===== config.mk =====
export PLATFORM = sky130hd
export DESIGN_NAME = mc_fetch_regs
export DESIGN_NICKNAME = d
export VERILOG_FILES = /design/src/rtl/mc_fetch_regs.sv
export SDC_FILE = /design/constraint.sdc
export NUM_CORES = 1
export LEC_CHECK = 0
export CORE_AREA = 8 8 193 195
export CTS_CLUSTER_DIAMETER = 60
export DETAILED_ROUTE_END_ITERATION = 10
export DIE_AREA = 0 0 201 203
export PLACE_DENSITY = 0.63
export SYNTH_ARGS = -nofsm -noshare
export SYNTH_HDL_FRONTEND = slang
export SYNTH_SLANG_ARGS = --single-unit

===== constraint.sdc =====
create_clock -name clkvar -period 12.5 [get_ports clkvar]
set_input_delay 1.875 -clock clkvar [delete_from_list [all_inputs] [get_ports clkvar]]
set_output_delay 1.875 -clock clkvar [all_outputs]
set_load 0.02 [all_outputs]

===== src/rtl/mc_fetch_regs.sv =====
// Multicycle MIPS fetch/decode register stage: PC, IR, MDR, ALUOut, debug counters and sticky error flags.
// Latency: all registers update one clkvar edge after their enables; mem_addr and IR-derived fields are combinational.
// Backpressure: none; the stage is fully slaved to the controller's per-state enables and never stalls.
module mc_fetch_regs #(
   parameter logic [31:0] PC_RESET = 32'h0000_0000,
   parameter int          CNT_W    = 32
) (
   input  logic             clkvar,
   input  logic             rst,
   input  logic             PCWrite,
   input  logic             PCWriteCond,
   input  logic             PCWriteCondne,
   input  logic [1:0]       PCSource,
   input  logic             IRWrite,
   input  logic             IorD,
   input  logic [31:0]      alu_result,
   input  logic             alu_zero,
   input  logic [31:0]      mem_rdata,
   output logic [31:0]      pc,
   output logic [31:0]      ir,
   output logic [31:0]      mdr,
   output logic [31:0]      alu_out,
   output logic [31:0]      mem_addr,
   output logic [5:0]       op,
   output logic [4:0]       rs,
   output logic [4:0]       rt,
   output logic [4:0]       rd,
   output logic [5:0]       funct,
   output logic [31:0]      imm_sext,
   output logic [31:0]      imm_sh2,
   output logic [31:0]      jump_target,
   output logic [CNT_W-1:0] cycle_cnt,
   output logic [CNT_W-1:0] instr_cnt,
   output logic [CNT_W-1:0] br_taken_cnt,
   output logic             pcsrc_err,
   output logic             align_err
);

   localparam logic [CNT_W-1:0] CNT_ONE = {{(CNT_W-1){1'b0}}, 1'b1};

   logic [31:0]      pc_q, pc_d;
   logic [31:0]      ir_q;
   logic [31:0]      mdr_q;
   logic [31:0]      alu_out_q;
   logic [CNT_W-1:0] cycle_cnt_q;
   logic [CNT_W-1:0] instr_cnt_q;
   logic [CNT_W-1:0] br_taken_cnt_q;
   logic             pcsrc_err_q;
   logic             align_err_q;

   logic             pc_en;
   logic             pcsrc_bad;
   logic             br_taken;
   logic [31:0]      jump_target_w;
   logic [31:0]      imm_sext_w;

   assign pc_en         = PCWrite | (PCWriteCond & alu_zero) | (PCWriteCondne & ~alu_zero);
   assign pcsrc_bad     = pc_en & (PCSource == 2'b11);
   // A taken conditional branch is a PC write that came only from the beq/bne enables.
   assign br_taken      = ~PCWrite & pc_en & (PCWriteCond | PCWriteCondne);
   // Jump target uses the already-incremented PC, matching the MIPS delay-free multicycle model.
   assign jump_target_w = {pc_q[31:28], ir_q[25:0], 2'b00};
   assign imm_sext_w    = {{16{ir_q[15]}}, ir_q[15:0]};

   // Next-PC select; the illegal encoding keeps the current PC.
   always_comb begin
      pc_d = pc_q;
      case (PCSource)
         2'b00:   pc_d = alu_result;
         2'b01:   pc_d = alu_out_q;
         2'b10:   pc_d = jump_target_w;
         default: pc_d = pc_q;
      endcase
   end

   // Architectural datapath registers: PC, IR, MDR and ALUOut.
   always_ff @(posedge clkvar or posedge rst) begin
      if (rst) begin
         pc_q      <= PC_RESET;
         ir_q      <= 32'h0;
         mdr_q     <= 32'h0;
         alu_out_q <= 32'h0;
      end else begin
         alu_out_q <= alu_result;
         mdr_q     <= mem_rdata;
         if (IRWrite) begin
            ir_q <= mem_rdata;
         end
         if (pc_en && !pcsrc_bad) begin
            pc_q <= pc_d;
         end
      end
   end

   // Debug counters and sticky error flags; the flags clear only on reset.
   always_ff @(posedge clkvar or posedge rst) begin
      if (rst) begin
         cycle_cnt_q    <= '0;
         instr_cnt_q    <= '0;
         br_taken_cnt_q <= '0;
         pcsrc_err_q    <= 1'b0;
         align_err_q    <= 1'b0;
      end else begin
         cycle_cnt_q <= cycle_cnt_q + CNT_ONE;
         if (IRWrite) begin
            instr_cnt_q <= instr_cnt_q + CNT_ONE;
         end
         if (br_taken) begin
            br_taken_cnt_q <= br_taken_cnt_q + CNT_ONE;
         end
         if (pcsrc_bad) begin
            pcsrc_err_q <= 1'b1;
         end
         // Misaligned targets are still written in full so software can see where it went.
         if (pc_en && !pcsrc_bad && (pc_d[1:0] != 2'b00)) begin
            align_err_q <= 1'b1;
         end
      end
   end

   assign pc           = pc_q;
   assign ir           = ir_q;
   assign mdr          = mdr_q;
   assign alu_out      = alu_out_q;
   assign mem_addr     = IorD ? alu_out_q : pc_q;
   assign op           = ir_q[31:26];
   assign rs           = ir_q[25:21];
   assign rt           = ir_q[20:16];
   assign rd           = ir_q[15:11];
   assign funct        = ir_q[5:0];
   assign imm_sext     = imm_sext_w;
   assign imm_sh2      = {imm_sext_w[29:0], 2'b00};
   assign jump_target  = jump_target_w;
   assign cycle_cnt    = cycle_cnt_q;
   assign instr_cnt    = instr_cnt_q;
   assign br_taken_cnt = br_taken_cnt_q;
   assign pcsrc_err    = pcsrc_err_q;
   assign align_err    = align_err_q;

endmodule


Word level (Yosys, flattened, before mapping)
Index checks and enable logic that the tools add are counted.
{ "totals": {"ff_bits": 226, "latchBits": 0, "mem_bits_rw": 0, "romBits": 0, "in_bits": 74, "word_cells": 39, "mem_count": 0} }
{ "classes": {"add_sub_neg": 3, "multipliers": 0, "n_div": 0, "n_lt_le_gt_ge": 0, "n_eq_ne": 3, "shift": 0, "mux": 2, "bitwise_logic": 11, "reduce_logical": 9} }
{ "ops": {"columns": ["op", "n"], "rows": [
  ["$add A32 B1 Y32 const B", 3],
  ["$pmux W32 S3", 1],
  ["$mux W32", 1],
  ["$and A1 B1 Y1", 5],
  ["$eq A2 B2 Y1 const B", 2],
  ["$reduce_bool A2 Y1", 2],
  ["$not A1 Y1", 3],
  ["$or A1 B1 Y1", 3],
  ["$reduce_and A3 Y1", 1],
  ["$reduce_bool A3 Y1", 1],
  ["$eq A2 B1 Y1 const B", 1],
  ["$logic_and A1 B1 Y1", 2],
  ["$logic_not A2 Y1", 1],
  ["$reduce_and A2 Y1", 1],
  ["$logic_not A1 Y1", 1]
]} }

Depth between registers and ports, before layout
{ "logic_depth": {"ltp_word": 7, "depth_mapped": 7, "depth_no_buf": 6} }

Worst setup path before layout
OpenSTA, ideal clock, no wires.
{ "synth_path": {"kind": "input to output", "from": "input IorD", "to": "output mem_addr[10]", "arrival_ps": 2819, "required_ps": 10625, "path_slack_ps": 7806, "cell_stages": 3, "path_buffers": 2, "cell_sequence": "clkbuf_1 -> buf_1 -> mux2_2"} }
{ "synth_via": {"elab_chain_len": 1} }
{ "synth_rtl": {"columns": ["item", "line_no", "text"], "rows": [
  ["start: declaration", "15", "input logic IorD,"],
  ["$mux W32", "125", "assign mem_addr = IorD ? alu_out_q : pc_q;"],
  ["end: declaration", "23", "output logic [31:0] mem_addr,"]
]} }
Every way passes these cells.

Final worst setup path
{ "layout_path": {"from": "input IorD", "to": "output mem_addr[15]"} }
Same word-level chain as after synthesis.

==> results.json <==
{
  "synth_fa_ha_area_share_pct": 0.371,
  "crit_type": "in -> out",
  "synth.area.top_cells": "dfrtp_1 (56%), buf_4 (9.2%), mux2_2 (7.6%)",
  "initialDrtViolationCount": 227,
  "first_pass_iters": 4,
  "maxSlewHeadroom_pct": 31.5,
  "p_comb_share_pct": 23.6,
  "path_cells": "buf_2 > mux2_2 > clkdlybuf4s50_1",
  "worstSetupStartpointType": "primary input",
  "drv_slew": 0,
  "die_x_microns": 201,
  "tightest_slew_ps": 1030,
  "die_h_microns": 203,
  "routabilityCongestion": 0.784,
  "cp.arrival_ps": 3570,
  "ant_nets": 0,
  "final_nets": 1280,
  "final_cells": 1679,
  "drv_cap": 0,
  "initial_core_util_pct": 29.7,
  "swShare_pct": 29.5,
  "synth-async-reset-ratio_pct": 100,
  "vias": 7488,
  "cp_slowest_cell": "buf_2",
  "timing.final.crit_share_pct": 43.6,
  "clock_latency_ps": 530,
  "syn_avg_cell_area_sq_um": 11.7,
  "yosysMostFrequentCell": "dfrtp_1",
  "viasPerCell": 4.46,
  "synth_top_area_share_pct": 55.9,
  "dpl.hpwl_mm": 24.4,
  "hold_class": "reg -> reg",
  "synth_edf_count": 0,
  "drt_wl_total_mm": 32.6,
  "grt.overflow.total": 0,
  "clockRootBuffer": "clkbuf_16",
  "hold_violations": 0,
  "synth_top_flop_cell": "dfrtp_1",
  "synth_cell_type_count": 42,
  "worstPathMaxFanout": 32,
  "dp_cells": 1630,
  "yosys_warnings": 0,
  "rsz0062_at_grt": "false",
  "placed_area_sq_um": 14200,
  "post-route-util_pct": 44.3,
  "skew_ps": 13.6,
  "hold_buffers": 0,
  "wire_per_inst_microns": 19.4,
  "clock-sinks": 226,
  "internal_power_uw": 1520,
  "cts_tree": "yes",
  "synth-seq-area-share_pct": 55.9,
  "grtUsageTotal_pct": 15.3,
  "p_seq_share_pct": 39.8,
  "finalSetupTns_ps": 0,
  "ctsHtreeMaxLevel": 1,
  "syn_area_sq_um": 10100,
  "clk_pin_slew_ps": 60,
  "setup_viol": 0,
  "synth_xor_area_share_pct": 7.96,
  "cts-buffers-inserted": 26,
  "p_switching_uw": 637,
  "cts_resized": 0,
  "synthSimpleGateAreaFrac_pct": 11.3,
  "end_kind": "output pin",
  "ys_ff_latch": 226,
  "muxShareOfSynthArea_pct": 10.6,
  "area_growth_syn_to_layout_pct": 49.2,
  "grt_max_degree": 91,
  "drive_above_1_share_pct": 11.4,
  "drc": 0,
  "cp_slowest_stage_delay_ps": 700,
  "powerDensity_nw_per_um2": 143,
  "clockBufferDepth": 3,
  "yosys-top-cells-count": "dfrtp_1 (226), buf_4 (124), mux2_2 (68)",
  "post-cts-setup-buffers": 0,
  "power.leakage_uw": 0.00642,
  "ir_drop_mv": 0.0809,
  "critPathTopFamily": "buffers and inverters",
  "critPathRequiredTime_ps": 10620,
  "io_pins": 455,
  "fp-row-count": 68,
  "first_global_vias": 8091,
  "period_needed_ps": 5450,
  "yosys.area.top_type": "dfrtp_1",
  "synth_compound_area_share_pct": 3.10,
  "synth_top_family_by_area": "simple AND/OR/NAND/NOR gates",
  "max_freq_mhz": 184,
  "outcome": "finished, final reports clean",
  "synth_cells": 868,
  "grt_pass1_wl_mm": 50.2,
  "antenna_found_initial": 2,
  "fin_area_sq_um": 15100,
  "portBuffers": 450,
  "cp_num_buf_inv": 2,
  "dieArea_sq_um": 40800,
  "p_clk_share_pct": 36.5,
  "core_region_area_sq_um": 34100
}
## kinds of logic (layout without fill, tap and decap cells)
kind of cell | after synthesis | after routing
simple gates | 227 | 227
flops | 226 | 226
buf+inv | 160 | 512
mux | 99 | 99
xor+xnor | 92 | 92
compound gates | 60 | 60
fa+ha+maj | 3 | 3
other cells | 1 | 5
## sequential cells by signal, indices dropped and copies added, names as in the netlist
signal        count
pc               32
cycle_cnt        32
mdr              32
alu_out          32
pcsrc_err         1
br_taken_cnt     32
instr_cnt        32
ir               32
align_err         1
## metrics by stage
stage | total power [uW] | hold WS (ps) | setup WS [ps]
floorplan | 1150 | 573 | 4430
global route | 2260 | 496 | 6970
finish | 2160 | 467 | 7050
detailed placement | 1390 | 453 | 7020
CTS | 2200 | 473 | 7020
global placement | 1390 | 458 | 7040
## power by group through the flow
stage	Sequential (uW)	Clock [uW]	Combinational, uW
3_3_place_gp	871	0	514
3_5_place_dp	872	0	517
2_1_floorplan	919	0	228
6_report	859	788	510
5_1_grt	869	846	542
4_1_cts	861	818	519
## metal layers
layer | vias to the layer above | share of wire (%) | track usage, % | wire (microns)
met2 | 307 | 49 | 26.4 | 15900
met5 | - | 0.040 | 0 | 13
met4 | 2 | 1.1 | 2.76 | 374
met3 | 32 | 8.7 | 5.56 | 2850
met1 | 3671 | 41 | 18.3 | 13500
li1 | 3476 | - | - | -
## final cells by class
cell class	instances	area, sq um
antenna	1	2.50
clock buffer	38	797
clock inverter	10	110
fill	3195	19000
inverter	9	41.3
multi-input combinational	485	3400
sequential	226	5660
tap	455	569
timing repair buffer	455	4520
## placed cells by master, fill, tap and decap left out, drive strengths merged, types with 25 or more instances in the layout
| cell | count |
|---|---|
| clkdlybuf4s50 | 446 |
| mux2i | 31 |
| clkbuf | 38 |
| mux2 | 68 |
| a21oi | 30 |
| nand3 | 25 |
| dfrtp | 226 |
| xor2 | 37 |
| nor2 | 61 |
| xnor2 | 55 |
| nand2 | 66 |
| o21ai | 26 |
## worst paths after layout
kind / start / slack [ps] / cells past startpoint / end
min in group asynchronous: rst / 1850 / 2 / mdr[26]
max: IorD / 7050 / 3 / mem_addr[15]
max in group asynchronous: rst / 9210 / 3 / pc[8]
min: instr_cnt[31] / 470 / 1 / instr_cnt[31]
max reg2reg: br_taken_cnt[0] / 10430 / 6 / br_taken_cnt[28]
min reg2reg: instr_cnt[31] / 470 / 1 / instr_cnt[31]
(Power assumes the default switching activity.)
